<file path="src/rtl/seg7_pkg.sv">
// ============================================================================
// Module : seg7_pkg
// Brief  : Shared types and constants for the 7-segment scan controller.
// Rev    : 1.0  initial release
// ============================================================================
`default_nettype none

package seg7_pkg;

    localparam logic [3:0] BCD_BLANK = 4'hF;

    typedef logic [3:0] bcd_t;

    typedef enum logic [1:0] {
        IDLE  = 2'd0,
        SHIFT = 2'd1,
        DONE  = 2'd2
    } conv_state_t;

    function automatic logic [63:0] pow10(input int n);
        logic [63:0] v;
        v = 64'd1;
        for (int i = 0; i < n; i++) begin
            v = v * 64'd10;
        end
        return v;
    endfunction

endpackage

`default_nettype wire

</file>
<file path="src/rtl/seg7_scan_ctrl_if.sv">
// ============================================================================
// Module : seg7_scan_ctrl_if
// Brief  : Load handshake and multiplexed display bus of seg7_scan_ctrl.
// Rev    : 1.0  initial release
// ============================================================================
`default_nettype none

interface seg7_scan_ctrl_if #(
    parameter int NDIG  = 4,
    parameter int BIN_W = 14
);
    logic             iLOAD;
    logic [BIN_W-1:0] iBIN;
    logic             oBUSY;
    logic             oOVF;
    logic [3:0]       oDIGIT;
    logic [NDIG-1:0]  oDIG_SEL;

    modport master (
        output iLOAD, iBIN,
        input  oBUSY, oOVF, oDIGIT, oDIG_SEL
    );

    modport slave (
        input  iLOAD, iBIN,
        output oBUSY, oOVF, oDIGIT, oDIG_SEL
    );
endinterface

`default_nettype wire

</file>
<file path="src/rtl/seg7_scan_ctrl_bin2bcd_seq.sv">
// ============================================================================
// Module : bin2bcd_seq
// Brief  : Load handshake plus sequential double-dabble binary-to-BCD converter.
// Rev    : 1.0  initial release
// ============================================================================
`default_nettype none

module bin2bcd_seq
    import seg7_pkg::*;
#(
    parameter int NDIG  = 4,
    parameter int BIN_W = 14
) (
    input  wire logic              clk,
    input  wire logic              rst,
    input  wire logic              i_load,
    input  wire logic [BIN_W-1:0]  i_bin,
    output logic                   o_busy,
    output logic                   o_done,
    output logic                   o_ovf,
    output logic [NDIG*4-1:0]      o_bcd
);

    localparam int          CNT_W     = $clog2(BIN_W + 1);
    localparam logic [63:0] c_MAX_VAL = pow10(NDIG) - 64'd1;

    conv_state_t        r_state;
    conv_state_t        w_state_nxt;
    logic [BIN_W-1:0]   r_bin;
    logic [NDIG*4-1:0]  r_bcd;
    logic [NDIG*4-1:0]  w_adj;
    logic [CNT_W-1:0]   r_cnt;
    logic               r_ovf;

    always_ff @(posedge clk or posedge rst) begin
        if (rst) begin
            r_state <= IDLE;
        end else begin
            r_state <= w_state_nxt;
        end
    end

    always_comb begin
        w_state_nxt = r_state;
        case (r_state)
            IDLE:    if (i_load) w_state_nxt = SHIFT;
            SHIFT:   if (r_cnt == CNT_W'(BIN_W - 1)) w_state_nxt = DONE;
            DONE:    w_state_nxt = IDLE;
            default: w_state_nxt = IDLE;
        endcase
    end

    always_comb begin
        w_adj = r_bcd;
        for (int i = 0; i < NDIG; i++) begin
            if (r_bcd[i*4 +: 4] >= 4'd5) begin
                w_adj[i*4 +: 4] = r_bcd[i*4 +: 4] + 4'd3;
            end
        end
    end

    always_ff @(posedge clk or posedge rst) begin
        if (rst) begin
            r_bin <= '0;
            r_bcd <= '0;
            r_cnt <= '0;
            r_ovf <= 1'b0;
        end else begin
            case (r_state)
                IDLE: begin
                    if (i_load) begin
                        r_bin <= i_bin;
                        r_bcd <= '0;
                        r_cnt <= '0;
                        r_ovf <= (64'(i_bin) > c_MAX_VAL);
                    end
                end
                SHIFT: begin
                    // A carry out of the top digit can only happen on an overflowed value.
                    r_bcd <= {w_adj[NDIG*4-2:0], r_bin[BIN_W-1]};
                    r_bin <= {r_bin[BIN_W-2:0], 1'b0};
                    r_cnt <= r_cnt + 1'b1;
                    r_ovf <= r_ovf | w_adj[NDIG*4-1];
                end
                default: ;
            endcase
        end
    end

    assign o_busy = (r_state != IDLE);
    assign o_done = (r_state == DONE);
    assign o_ovf  = r_ovf;
    assign o_bcd  = r_bcd;

endmodule

`default_nettype wire

</file>
<file path="src/rtl/seg7_scan_ctrl.sv">
// ============================================================================
// Module : seg7_scan_ctrl
// Brief  : BCD conversion, display registers and digit scan for a muxed display.
//          Option macro LEADING_ZERO_BLANK_EN blanks leading zero digits.
// Rev    : 1.0  initial release
// ============================================================================
`default_nettype none

module seg7_scan_ctrl
    import seg7_pkg::*;
#(
    parameter int NDIG     = 4,
    parameter int BIN_W    = 14,
    parameter int SCAN_DIV = 50000
) (
    input wire logic         iCLK,
    input wire logic         iRST,
    seg7_scan_ctrl_if.slave  bus
);

    localparam int IDX_W = (NDIG > 1) ? $clog2(NDIG) : 1;
    localparam int PRE_W = (SCAN_DIV > 1) ? $clog2(SCAN_DIV) : 1;

    function automatic logic [NDIG*4-1:0] f_disp_rst();
        logic [NDIG*4-1:0] v;
        v = '0;
`ifdef LEADING_ZERO_BLANK_EN
        for (int i = 1; i < NDIG; i++) begin
            v[i*4 +: 4] = BCD_BLANK;
        end
`endif
        return v;
    endfunction

    localparam logic [NDIG*4-1:0] c_DISP_RST = f_disp_rst();

    logic               w_busy;
    logic               w_done;
    logic               w_ovf;
    logic [NDIG*4-1:0]  w_bcd;
    logic [NDIG*4-1:0]  w_disp_nxt;
    logic [NDIG*4-1:0]  r_disp;
    logic               r_ovf;
    logic [PRE_W-1:0]   r_pre;
    logic [IDX_W-1:0]   r_idx;
    logic               w_pre_tc;
    bcd_t               r_digit;
    logic [NDIG-1:0]    r_sel;

    bin2bcd_seq #(
        .NDIG  (NDIG),
        .BIN_W (BIN_W)
    ) u_conv (
        .clk    (iCLK),
        .rst    (iRST),
        .i_load (bus.iLOAD),
        .i_bin  (bus.iBIN),
        .o_busy (w_busy),
        .o_done (w_done),
        .o_ovf  (w_ovf),
        .o_bcd  (w_bcd)
    );

    always_comb begin
`ifdef LEADING_ZERO_BLANK_EN
        logic w_lead;
        w_lead = 1'b1;
`endif
        w_disp_nxt = w_bcd;
`ifdef LEADING_ZERO_BLANK_EN
        // Digit 0 is excluded so that a value of zero still shows "0".
        for (int i = NDIG - 1; i > 0; i--) begin
            if (w_lead && (w_bcd[i*4 +: 4] == 4'h0)) begin
                w_disp_nxt[i*4 +: 4] = BCD_BLANK;
            end else begin
                w_lead = 1'b0;
            end
        end
`endif
        if (w_ovf) begin
            w_disp_nxt = {NDIG{BCD_BLANK}};
        end
    end

    assign w_pre_tc = (r_pre == PRE_W'(SCAN_DIV - 1));

    always_ff @(posedge iCLK or posedge iRST) begin
        if (iRST) begin
            r_disp  <= c_DISP_RST;
            r_ovf   <= 1'b0;
            r_pre   <= '0;
            r_idx   <= '0;
            r_digit <= 4'h0;
            r_sel   <= ~NDIG'(1);
        end else begin
            if (w_done) begin
                r_disp <= w_disp_nxt;
                r_ovf  <= w_ovf;
            end
            r_pre <= w_pre_tc ? '0 : r_pre + 1'b1;
            if (w_pre_tc) begin
                r_idx <= (r_idx == IDX_W'(NDIG - 1)) ? '0 : r_idx + 1'b1;
            end
            // Select and nibble follow the index together, one cycle behind it.
            r_digit <= r_disp[r_idx*4 +: 4];
            r_sel   <= ~(NDIG'(1) << r_idx);
        end
    end

    assign bus.oBUSY    = w_busy;
    assign bus.oOVF     = r_ovf;
    assign bus.oDIGIT   = r_digit;
    assign bus.oDIG_SEL = r_sel;

endmodule

`default_nettype wire

</file>
<file path="src/flat_wrapper.sv">
// flat-port wrapper written by rule: the top's interface ports become plain ports
module seg7_scan_ctrl_flat import seg7_pkg::*;
#(
    parameter int NDIG     = 4,
    parameter int BIN_W    = 14,
    parameter int SCAN_DIV = 50000
)
  (iCLK, iRST, bus_iLOAD, bus_iBIN, bus_oBUSY, bus_oOVF, bus_oDIGIT, bus_oDIG_SEL);
  seg7_scan_ctrl_if #(.NDIG(NDIG), .BIN_W(BIN_W)) bus_i ();
  input wire logic iCLK;
  input wire logic iRST;
  input wire logic [$bits(bus_i.iLOAD)-1:0] bus_iLOAD;
  input wire logic [$bits(bus_i.iBIN)-1:0] bus_iBIN;
  output wire logic [$bits(bus_i.oBUSY)-1:0] bus_oBUSY;
  output wire logic [$bits(bus_i.oOVF)-1:0] bus_oOVF;
  output wire logic [$bits(bus_i.oDIGIT)-1:0] bus_oDIGIT;
  output wire logic [$bits(bus_i.oDIG_SEL)-1:0] bus_oDIG_SEL;
  assign bus_i.iLOAD = bus_iLOAD;
  assign bus_i.iBIN = bus_iBIN;
  assign bus_oBUSY = bus_i.oBUSY;
  assign bus_oOVF = bus_i.oOVF;
  assign bus_oDIGIT = bus_i.oDIGIT;
  assign bus_oDIG_SEL = bus_i.oDIG_SEL;
  seg7_scan_ctrl #(.NDIG(NDIG), .BIN_W(BIN_W), .SCAN_DIV(SCAN_DIV)) u_core (.iCLK(iCLK), .iRST(iRST), .bus(bus_i));
endmodule
</file>
<file path="config.mk">
export PLATFORM = sky130hd
export DESIGN_NAME = seg7_scan_ctrl_flat
export DESIGN_NICKNAME = d
export VERILOG_FILES = /design/src/rtl/seg7_pkg.sv /design/src/rtl/seg7_scan_ctrl_if.sv /design/src/rtl/seg7_scan_ctrl_bin2bcd_seq.sv /design/src/rtl/seg7_scan_ctrl.sv /design/src/flat_wrapper.sv
export SDC_FILE = /design/constraint.sdc
export NUM_CORES = 1
export LEC_CHECK = 0
export ABC_AREA = 1
export BUFFER_PORTS_ARGS = -buffer_cell sky130_fd_sc_hd__buf_4
export CAP_MARGIN = 20
export CELL_PAD_IN_SITES_DETAIL_PLACEMENT = 0
export CELL_PAD_IN_SITES_GLOBAL_PLACEMENT = 2
export CORE_ASPECT_RATIO = 1.1
export CORE_MARGIN = 2
export CORE_UTILIZATION = 37
export DETAILED_ROUTE_END_ITERATION = 16
export GPL_TIMING_DRIVEN = 0
export PLACE_DENSITY_LB_ADDON = 0.1
export SETUP_SLACK_MARGIN = 0.4
export SLEW_MARGIN = 25
export SYNTH_ARGS = -nofsm -noshare
export SYNTH_HDL_FRONTEND = slang
export SYNTH_SLANG_ARGS = --single-unit
</file>
<file path="constraint.sdc">
create_clock -name iCLK -period 3.2 [get_ports iCLK]
set_input_delay 0.8 -clock iCLK [delete_from_list [all_inputs] [get_ports iCLK]]
set_output_delay 0.8 -clock iCLK [all_outputs]
set_load 0.01 [all_outputs]
</file>
==> results.py, run 1 <==
metrics = {
    "sta": {
        "relative_slew_margins_pct": 73.0,
        "hold_violations": 0,
        "max_clock_freq_ghz": 0.492,
        "post-route-min-period_ns": 2.03,
        "fin_skew_ns": 0.00728,
        "rsz0062_at_grt": "no",
        "timing.final.setup_violations": 0,
        "slew_viol_final": 0,
        "post-route-worst-setup-slack_ns": 1.17,
        "timing.final.crit_share_pct": 63.5,
        "finalSetupTns_ns": 0,
        "worst-slew-pin-transition_ns": 0.404,
    },
    "place": {
        "pre_cts_ws_ns": 1.51,
        "globalplace.congestion": 0.762,
        "io_buffer_count": 26,
        "detailedPlacementHpwl_um": 6420,
    },
    "clocking": {
        "clkTransAtPathRegs_ns": 0.06,
        "postCtsSetupBuffers": 0,
        "tritoncts.num_buffers": 9,
        "clock-root-buffer": "clkbuf_16",
        "ctsHtreeMaxLevel": 3,
        "ctsResizeCount": 0,
        "clock_insertion_delay_worst_skew_ns": 0.33,
        "tritoncts": "yes",
        "cts_hold_repair.buffers": 0,
        "clock_sinks": 80,
        "clock_path_buffers": 2,
    },
    "synthesis": {
        "synth-xor-area-share_pct": 2.48,
        "yosys_cell_types": 33,
        "ys_seq_area_share_pct": 51.6,
        "syn-instance-count": 456,
        "muxShareOfSynthArea_pct": 0,
        "mappedNetlistNets": 488,
        "synth_top_family_by_area": "simple AND/OR/NAND/NOR gates",
        "syn-mean-instance-area_um2": 8.53,
        "ys.flop_type": "dfrtp_1",
        "synth-edff-count": 0,
        "synth_simple_gate_area_share_pct": 19.1,
        "post_synthesis_adder_cell_area_fraction_pct": 4.83,
        "netlist_area_um2": 3890,
        "synth_warnings": 0,
        "synth_compound_gate_area_share_pct": 13.8,
        "ys_seq_elements": 80,
        "synthArstFlopShare_pct": 100,
    },
    "finish": {
        "layout.area.seq_um2": 2010,
        "post_route_cells_drive_above_1_share_pct": 14.2,
        "final_common_cell": "nand2_1",
        "most-common-layout-cells": "nand2_1 (101), dfrtp_1 (77), inv_1 (55)",
        "fillerInstances": 1074,
        "antennaDiodeCount": 0,
        "multiInputGateArea_um2": 1570,
        "final_core_utilization_pct": 45.5,
        "num-nets-final": 528,
        "area_growth_syn_to_layout_pct": 20.6,
    },
    "global_routing": {
        "grt_pass1_wl_um": 15400,
        "antenna_violations_before_repair": 0,
        "first_global_vias": 3059,
        "gr-usage-all-layers_pct": 17.4,
        "global_route.overflow_total": 0,
        "maximum_number_of_pins_on_one_net_before_global_route_repair": 26,
    },
    "setup_path": {
        "path_buf_inv": 3,
        "cp_data_required_time_ns": 2.40,
        "worst-endpoint-arrival_ns": 1.23,
        "timing.reg2reg.setup_slack_ns": 1.71,
        "regToRegStartpoint": "u_core.r_pre[0]$_DFF_PP0_",
        "critical_path_peak_fanout": 10,
        "cp_top_family": "flip-flops",
        "cp_slowest_stage_delay_ns": 0.37,
        "r2r_cells": 9,
        "cp-start-kind": "register",
        "worstPathCellList": "buf_6 > nor2_2 > inv_1 > buf_4",
        "critical-path-slowest-cell": "dfrtp_1",
        "timing.rr.end": "u_core.r_idx[1]$_DFFE_PP0N_",
        "timing.critical_path.to_type": "primary output",
        "critical_path_class": "reg -> out",
    },
    "drt": {
        "detail_route.wl_per_cell_um": 13.7,
        "first_iter_violations": 163,
        "drcViolationCount": 0,
        "drt.antenna.violating_nets": 0,
        "drt-met1-wl_um": 4510,
        "routed_wl_um": 8850,
        "met2_wire_length_um": 3910,
        "wl_met3_um": 280,
        "top_layer": "met4",
        "drt-vias-per-instance": 4.74,
        "routed-via-count": 3053,
        "drtPass1Iterations": 4,
    },
    "die": {
        "dieWidth_um": 102,
        "core_area_um2": 10300,
        "ioPinCount": 27,
        "floorplan.die_area_um2": 11300,
        "start_util_pct": 37.8,
        "number_of_rows_in_the_core_area": 39,
        "die_height_um": 112,
    },
    "power_and_ir_drop": {
        "power_leakage_nw": 2.20,
        "worst_vdd_rail_ir_drop_uv": 339,
        "power.density_nw_per_um2": 856,
        "total_power_mw": 4.01,
    },
    "job": {
        "maxCapViolations": 0,
    },
    "outcome": {
        "status": "complete, no violations",
    },
    "min_path": {
        "holdCritPathClass": "in -> async",
    },
}
-- routing by layer --
layer,vias to the layer above,track usage (%)
met5,-,0
met4,0,7.03
met3,10,2.45
met2,44,25.1
met1,1445,26.2
li1,1554,-
-- cells by family (layout without fill, tap and decap cells) --
kind of cell | count (synthesis) | count (layout)
xor gates and xnor gates | 11 | 11
and+or+nand+nor | 179 | 179
buffers and inverters | 73 | 118
DFF | 80 | 80
adders and majority gates | 15 | 15
AOI/OAI and AO/OA | 98 | 98
-- synth_stat cells (all sizes together), types with 5 or more instances --
library cell / n / area (um2)
a21oi: 42 / 210
xor2: 11 / 96.3
o21ai: 36 / 180
dfrtp: 77 / 1930
inv: 60 / 230
ha: 15 / 188
nor2: 53 / 216
nand2: 104 / 417
o211ai: 5 / 37.5
buf: 10 / 75.1
o22ai: 8 / 50.1
nand3: 20 / 100
-- area by class of cell --
type / count / area share (%)
inverter: 62 / 5.18
tap: 143 / 3.82
clock buffer: 11 / 5.39
timing repair buffer: 29 / 5.60
clock inverter: 5 / 2.19
buffer: 11 / 1.68
multi-input combinational: 303 / 33.4
sequential: 80 / 42.8
-- registers in the layout (all words and copies together) (netlist names) --
name,flops
u_core.r_pre,16
u_core.u_conv.o_bcd,16
u_core.r_disp,16
u_core.u_conv.o_ovf,1
u_core.u_conv.r_state,2
u_core.bus.oDIGIT,4
u_core.u_conv.r_bin,14
u_core.u_conv.r_cnt,4
u_core.bus.oOVF,1
u_core.r_idx,2
u_core.bus.oDIG_SEL,4
-- worst max path at each step --
stage / slack, ns / cells after the start / startpoint / end
3_3_place_gp: 0.83 / 2 / iRST / u_core.r_pre[10]$_DFF_PP0_
2_1_floorplan: 1.49 / 1 / iRST / u_core.bus.oDIGIT[0]$_DFF_PP0_
3_5_place_dp: 1.51 / 4 / u_core.u_conv.r_state[1]$_DFFE_PP0P_ / bus_oBUSY
5_1_grt: 1.11 / 4 / u_core.u_conv.r_state[1]$_DFFE_PP0P_ / bus_oBUSY
6_report: 1.17 / 4 / u_core.u_conv.r_state[1]$_DFFE_PP0P_ / bus_oBUSY
4_1_cts: 1.14 / 4 / u_core.u_conv.r_state[1]$_DFFE_PP0P_ / bus_oBUSY
-- through the flow --
stage | cell area, um2 | instances | hold slack (ns)
2_1_floorplan | 3890 | 456 | 0.449
3_3_place_gp | 4270 | 625 | 0.464
3_5_place_dp | 4330 | 628 | 0.470
4_1_cts | 4690 | 644 | 0.456
5_1_grt | 4690 | 644 | 0.464
6_report | 4690 | 644 | 0.460
-- where the power goes --
part	internal [mW]	switching [mW]
Sequential	1.30	0.197
Combinational	0.488	0.819
Clock	0.803	0.404
Total	2.59	1.42
Note: power is estimated with default switching activity, not from simulation.
==> inputs of run 2 (changes only) <==
--- a/config.mk
+++ b/config.mk
@@ -12,7 +12,7 @@
 export CELL_PAD_IN_SITES_GLOBAL_PLACEMENT = 2
 export CORE_ASPECT_RATIO = 1.1
 export CORE_MARGIN = 2
-export CORE_UTILIZATION = 37
+export CORE_UTILIZATION = 33
 export DETAILED_ROUTE_END_ITERATION = 16
 export GPL_TIMING_DRIVEN = 0
 export PLACE_DENSITY_LB_ADDON = 0.1
==> constraint.sdc (replaced) <==
create_clock -name iCLK -period 1.8 [get_ports iCLK]
set_input_delay 0.45 -clock iCLK [delete_from_list [all_inputs] [get_ports iCLK]]
set_output_delay 0.45 -clock iCLK [all_outputs]
set_load 0.01 [all_outputs]
==> run 2 against run 1 <==
Against the previous run:
- register-to-register slack lost 1.3 ns
- via count grew 3.3%
- sequential share of layout area shrank 2.0 points
- die area grew 12%
- sequential cell count is the same
- worst setup slack lost 0.89 ns
- core utilization shrank 2.7 points
- final cell count grew 3.6%
- design area grew 4.9%
- routed wire length grew 3.6%
- critical endpoint unchanged
- highest routed layer unchanged
==> results.py, run 2 (synthesized netlist as in run 1, its figures left out) <==
metrics = {
    "setup_path": {
        "timing.rr.end": "u_core.u_conv.r_bin[12]$_DFFE_PP0P_",
        "critical_path_peak_fanout": 2,
        "worst-endpoint-arrival_ns": 1.07,
        "regToRegStartpoint": "u_core.u_conv.r_state[1]$_DFFE_PP0P_",
        "timing.critical_path.to_type": "primary output",
        "cp-start-kind": "register",
        "critical_path_class": "reg -> out",
        "r2r_cells": 9,
        "cp_data_required_time_ns": 1.35,
        "timing.reg2reg.setup_slack_ns": 0.37,
    },
    "die": {
        "core_area_um2": 11500,
        "number_of_rows_in_the_core_area": 41,
        "dieWidth_um": 108,
        "die_height_um": 118,
        "floorplan.die_area_um2": 12700,
        "start_util_pct": 33.8,
        "ioPinCount": 27,
    },
    "clocking": {
        "tritoncts.num_buffers": 9,
        "clock_path_buffers": 2,
        "ctsHtreeMaxLevel": 3,
        "clock-root-buffer": "clkbuf_16",
        "clock_sinks": 80,
        "tritoncts": "yes",
        "clkTransAtPathRegs_ns": 0.06,
        "cts_hold_repair.buffers": 0,
        "clock_insertion_delay_worst_skew_ns": 0.33,
    },
    "finish": {
        "post_route_cells_drive_above_1_share_pct": 20.1,
        "area_growth_syn_to_layout_pct": 26.5,
        "num-nets-final": 544,
        "antennaDiodeCount": 0,
        "final_common_cell": "nand2_1",
        "most-common-layout-cells": "nand2_1 (98), dfrtp_1 (75), inv_1 (51)",
    },
    "global_routing": {
        "antenna_violations_before_repair": 0,
        "first_global_vias": 3104,
        "gr-usage-all-layers_pct": 15.3,
        "global_route.overflow_total": 0,
        "maximum_number_of_pins_on_one_net_before_global_route_repair": 32,
        "grt_pass1_wl_um": 15200,
    },
    "sta": {
        "rsz0062_at_grt": "yes",
        "fin_worst_hold_slack_ns": 0.0747,
        "worst-slew-pin-transition_ns": 0.308,
        "fin_skew_ns": 0.00746,
        "relative_slew_margins_pct": 79.4,
        "post-route-min-period_ns": 1.52,
        "slew_viol_final": 0,
        "timing.final.crit_share_pct": 84.7,
        "hold_violations": 0,
        "finalSetupTns_ns": 0,
        "timing.final.setup_violations": 0,
        "max_clock_freq_ghz": 0.656,
    },
    "drt": {
        "drcViolationCount": 0,
        "first_iter_violations": 132,
        "detail_route.wl_per_cell_um": 13.7,
        "routed_wl_um": 9170,
        "routed-via-count": 3153,
        "drtPass1Iterations": 4,
        "drt-vias-per-instance": 4.73,
        "drt.antenna.violating_nets": 0,
    },
    "place": {
        "globalplace.congestion": 0.735,
        "detailedPlacementHpwl_um": 6490,
        "io_buffer_count": 26,
    },
    "job": {
        "maxCapViolations": 0,
    },
    "power_and_ir_drop": {
        "power_leakage_nw": 2.31,
        "worst_vdd_rail_ir_drop_uv": 708,
        "power.density_nw_per_um2": 1490,
    },
    "outcome": {
        "status": "complete, no violations",
    },
    "min_path": {
        "holdCritPathClass": "in -> async",
    },
}
==> run 2: cell types whose count changed in the layout (fill, tap and decap cells not counted), sizes merged <==
cell	change
bufinv	-1
clkbuf	+4
buf	+14
clkinv	-1
inv	+1
clkinvlp	-1
==> run 2: critical path: stages, from the launching register on <==
cell,delay (ns)
dfrtp_1,0.37
buf_6,0.12
nor2_4,0.10
inv_2,0.04
buf_6,0.11
==> run 2: how the worst max path moves through the flow <==
stage | end | from | slack (ns)
2_1_floorplan | u_core.bus.oDIGIT[0]$_DFF_PP0_ | iRST | 0.44
3_3_place_gp | u_core.bus.oDIGIT[1]$_DFF_PP0_ | iRST | -0.26
3_5_place_dp | u_core.r_idx[1]$_DFFE_PP0N_ | u_core.r_pre[0]$_DFF_PP0_ | 0.30
4_1_cts | bus_oBUSY | u_core.u_conv.r_state[1]$_DFFE_PP0P_ | 0.24
5_1_grt | bus_oBUSY | u_core.u_conv.r_state[1]$_DFFE_PP0P_ | 0.24
6_report | bus_oBUSY | u_core.u_conv.r_state[1]$_DFFE_PP0P_ | 0.28
==> run 2: routing by layer <==
layer | GRT usage [%] | vias to the layer above | wire length (um)
met5 | 0 | - | 0
met4 | 4.57 | 0 | 76
met3 | 3.54 | 7 | 315
met2 | 25.6 | 51 | 4470
met1 | 19.5 | 1510 | 4300
li1 | - | 1585 | -
==> run 2: final cells by class <==
cell class	count	area (um2)
Buffer	11	105
Clock buffer	13	250
Clock inverter	3	65.1
Fill cell	1204	6570
Inverter	62	254
Multi-Input combinational cell	303	1630
Sequential cell	80	2010
Tap cell	150	188
Timing Repair Buffer	45	419
==> run 2: per-stage QoR <==
step | worst slack, ns | cells | power, mW | util (%) | cell area, um2
final | 0.275 | 667 | 7.34 | 42.8 | 4920
after global routing | 0.237 | 667 | 7.93 | 42.8 | 4920
after CTS | 0.238 | 658 | 7.18 | 41.4 | 4760
after detailed placement | 0.295 | 635 | 5.05 | 37.8 | 4340
after global placement | -0.260 | 632 | 5.00 | 37.2 | 4280
after floorplan | 0.443 | 456 | 4.32 | - | 3890
==> run 2: power breakdown <==
group          total [mW]  internal [mW]  switching [mW]
clock                1.96           1.25           0.710
sequential           2.68           2.32           0.360
combinational        2.70           1.15            1.55
total                7.34           4.72            2.62
==> run 2: repair_timing <==
| action | 4_1_cts | 5_1_grt |
|---|---|---|
| endpoints found under the setup margin | 38 | 58 |
| pin swaps | 4 | 2 |
| resized for setup | 14 | 34 |
| cloned | 0 | 1 |
| buffers inserted | 7 | 8 |
==> inputs of run 3 (changes only) <==
==> constraint.sdc (replaced) <==
create_clock -name iCLK -period 1.25 [get_ports iCLK]
set_input_delay 0.3125 -clock iCLK [delete_from_list [all_inputs] [get_ports iCLK]]
set_output_delay 0.3125 -clock iCLK [all_outputs]
set_load 0.01 [all_outputs]
==> run 3 against run 2 <==
Against the previous run:
- the run now ends with hold timing, setup timing left
- sequential power up 49%
- non-clock buffer count up 43
- sequential share of layout area fell by 8.7 points
- worst setup slack lost 0.43 ns
- final cell count grew 6.6%
- register-to-register slack worse by 0.50 ns
- design area up 28%
- core utilization grew 12 points
- combinational power grew 110%
- global-route usage is 1.9 points higher
- routed wire length up 12%
==> results.py, run 3 (synthesized netlist as in run 1, its figures left out) <==
metrics = {
    "clocking": {
        "clock-root-buffer": "clkbuf_16",
        "clock_insertion_delay_worst_skew_ns": 0.34,
        "clock_sinks": 80,
        "clkTransAtPathRegs_ns": 0.06,
        "tritoncts": "yes",
        "ctsHtreeMaxLevel": 3,
        "tritoncts.num_buffers": 9,
        "clock_path_buffers": 2,
    },
    "die": {
        "dieWidth_um": 108,
        "start_util_pct": 33.8,
        "number_of_rows_in_the_core_area": 41,
        "core_area_um2": 11500,
        "ioPinCount": 27,
        "floorplan.die_area_um2": 12700,
        "die_height_um": 118,
    },
    "finish": {
        "antennaDiodeCount": 0,
        "fin_area_um2": 6270,
        "fillerInstances": 1041,
        "area_growth_syn_to_layout_pct": 61.4,
        "layoutNonFillerInstCount": 711,
        "num-nets-final": 588,
        "post_route_cells_drive_above_1_share_pct": 49.2,
        "most-common-layout-cells": "nand2_1 (75), dfrtp_1 (72), buf_4 (45)",
        "final_common_cell": "nand2_1",
    },
    "global_routing": {
        "first_global_vias": 3442,
        "grt_pass1_wl_um": 17100,
        "maximum_number_of_pins_on_one_net_before_global_route_repair": 25,
        "gr-usage-all-layers_pct": 17.1,
        "antenna_violations_before_repair": 0,
        "global_route.overflow_total": 0,
    },
    "setup_path": {
        "critical_path_peak_fanout": 3,
        "path_buf_inv": 3,
        "critical-path-slowest-cell": "dfrtp_1",
        "worst-endpoint-arrival_ns": 1.09,
        "worst_path_most_repeated_cell": "buf_6",
        "worstPathCellList": "buf_6 > nor2_4 > inv_2 > buf_6",
        "cp_data_required_time_ns": 0.94,
        "timing.rr.end": "u_core.u_conv.o_bcd[6]$_DFFE_PP0P_",
        "r2r_cells": 9,
        "timing.critical_path.to_type": "primary output",
        "timing.reg2reg.setup_slack_ns": -0.13,
        "cp_slowest_stage_delay_ns": 0.37,
        "regToRegStartpoint": "u_core.u_conv.r_state[1]$_DFFE_PP0P_",
        "cp-start-kind": "register",
        "critical_path_class": "reg -> out",
        "cp_top_family": "flip-flops",
    },
    "drt": {
        "drtPass1Iterations": 4,
        "drt.antenna.violating_nets": 0,
        "drcViolationCount": 0,
        "first_iter_violations": 91,
        "routed-via-count": 3331,
        "drt-vias-per-instance": 4.68,
        "routed_wl_um": 10200,
        "detail_route.wl_per_cell_um": 14.4,
    },
    "place": {
        "io_buffer_count": 26,
        "dp.cells": 635,
        "detailedPlacementHpwl_um": 6690,
        "place_area_um2": 4610,
        "globalplace.congestion": 0.764,
    },
    "outcome": {
        "failed_checks": "hold timing, setup timing",
        "status": "finished, violations left",
    },
    "sta": {
        "post-route-worst-setup-slack_ns": -0.150,
        "finalSetupTns_ns": -3.08,
        "post-route-min-period_ns": 1.40,
        "timing.final.crit_share_pct": 112,
        "hold_violations": 12,
        "slew_viol_final": 0,
        "fin_worst_hold_slack_ns": -0.0127,
        "relative_slew_margins_pct": 70.2,
        "rsz0062_at_grt": "yes",
        "worst-slew-pin-transition_ns": 0.446,
        "max_clock_freq_ghz": 0.714,
        "timing.final.setup_violations": 53,
        "fin_skew_ns": 0.00831,
    },
    "job": {
        "maxCapViolations": 0,
    },
    "power_and_ir_drop": {
        "worst_vdd_rail_ir_drop_uv": 782,
        "power.density_nw_per_um2": 1990,
        "power_leakage_nw": 2.77,
        "total_power_mw": 12.5,
    },
    "min_path": {
        "holdCritPathClass": "in -> async",
    },
}
run 3: worst max-delay path by stage:
stage / startpoint / depth (start not counted) / end
CTS: u_core.u_conv.r_state[1]$_DFFE_PP0P_ / 4 / bus_oBUSY
global route: u_core.u_conv.o_bcd[5]$_DFFE_PP0P_ / 7 / u_core.u_conv.o_bcd[6]$_DFFE_PP0P_
global placement: iRST / 2 / u_core.u_conv.r_bin[1]$_DFFE_PP0P_
finish: u_core.u_conv.r_state[1]$_DFFE_PP0P_ / 4 / bus_oBUSY
detailed placement: u_core.u_conv.r_state[0]$_DFFE_PP0P_ / 8 / u_core.u_conv.o_bcd[8]$_DFFE_PP0P_
floorplan: iRST / 1 / u_core.bus.oDIGIT[0]$_DFF_PP0_
run 3: layout make-up:
cell class              instances  area (um2)  share of cell area (%)
multi-input cells             303        2310                    36.7
flip-flops and latches         80        2010                    32.1
repair buffers                 88         992                    15.8
inverters                      62         282                    4.49
clock buffers                  11         233                    3.71
well taps                     150         188                    2.99
plain buffers                  11         165                    2.63
clock inverters                 5        81.3                    1.30
repair inverters                1        16.3                   0.259
run 3: report_power, final:
| group | total (mW) | internal (mW) | switching [mW] |
|---|---|---|---|
| clock network | 2.85 | 1.75 | 1.10 |
| registers | 3.98 | 3.34 | 0.637 |
| logic | 5.68 | 2.71 | 2.97 |
| total | 12.5 | 7.81 | 4.71 |
run 3: metrics by stage:
stage                     utilization [%]  worst slack (ns)
after detailed placement             40.1            -0.174
after global routing                 54.6            -0.210
after global placement               39.5            -0.666
after floorplan                         -            0.0301
after CTS                            50.4            -0.176
final                                54.6            -0.150
run 3: per-layer routing:
layer  track usage (%)  wire (um)  vias up
li1                  -          -     1674
met1              22.7       4660     1607
met2              27.6       5160       38
met3              2.55        209       12
met4              7.53        194        0
met5                 0          0        -
run 3: timing repair:
action	CTS	global route
endpoints found under the setup margin	90	89
gates cloned	7	2
gates resized for setup	107	84
hold endpoints to repair	12	0
pin swaps	44	26
buffers inserted	38	13
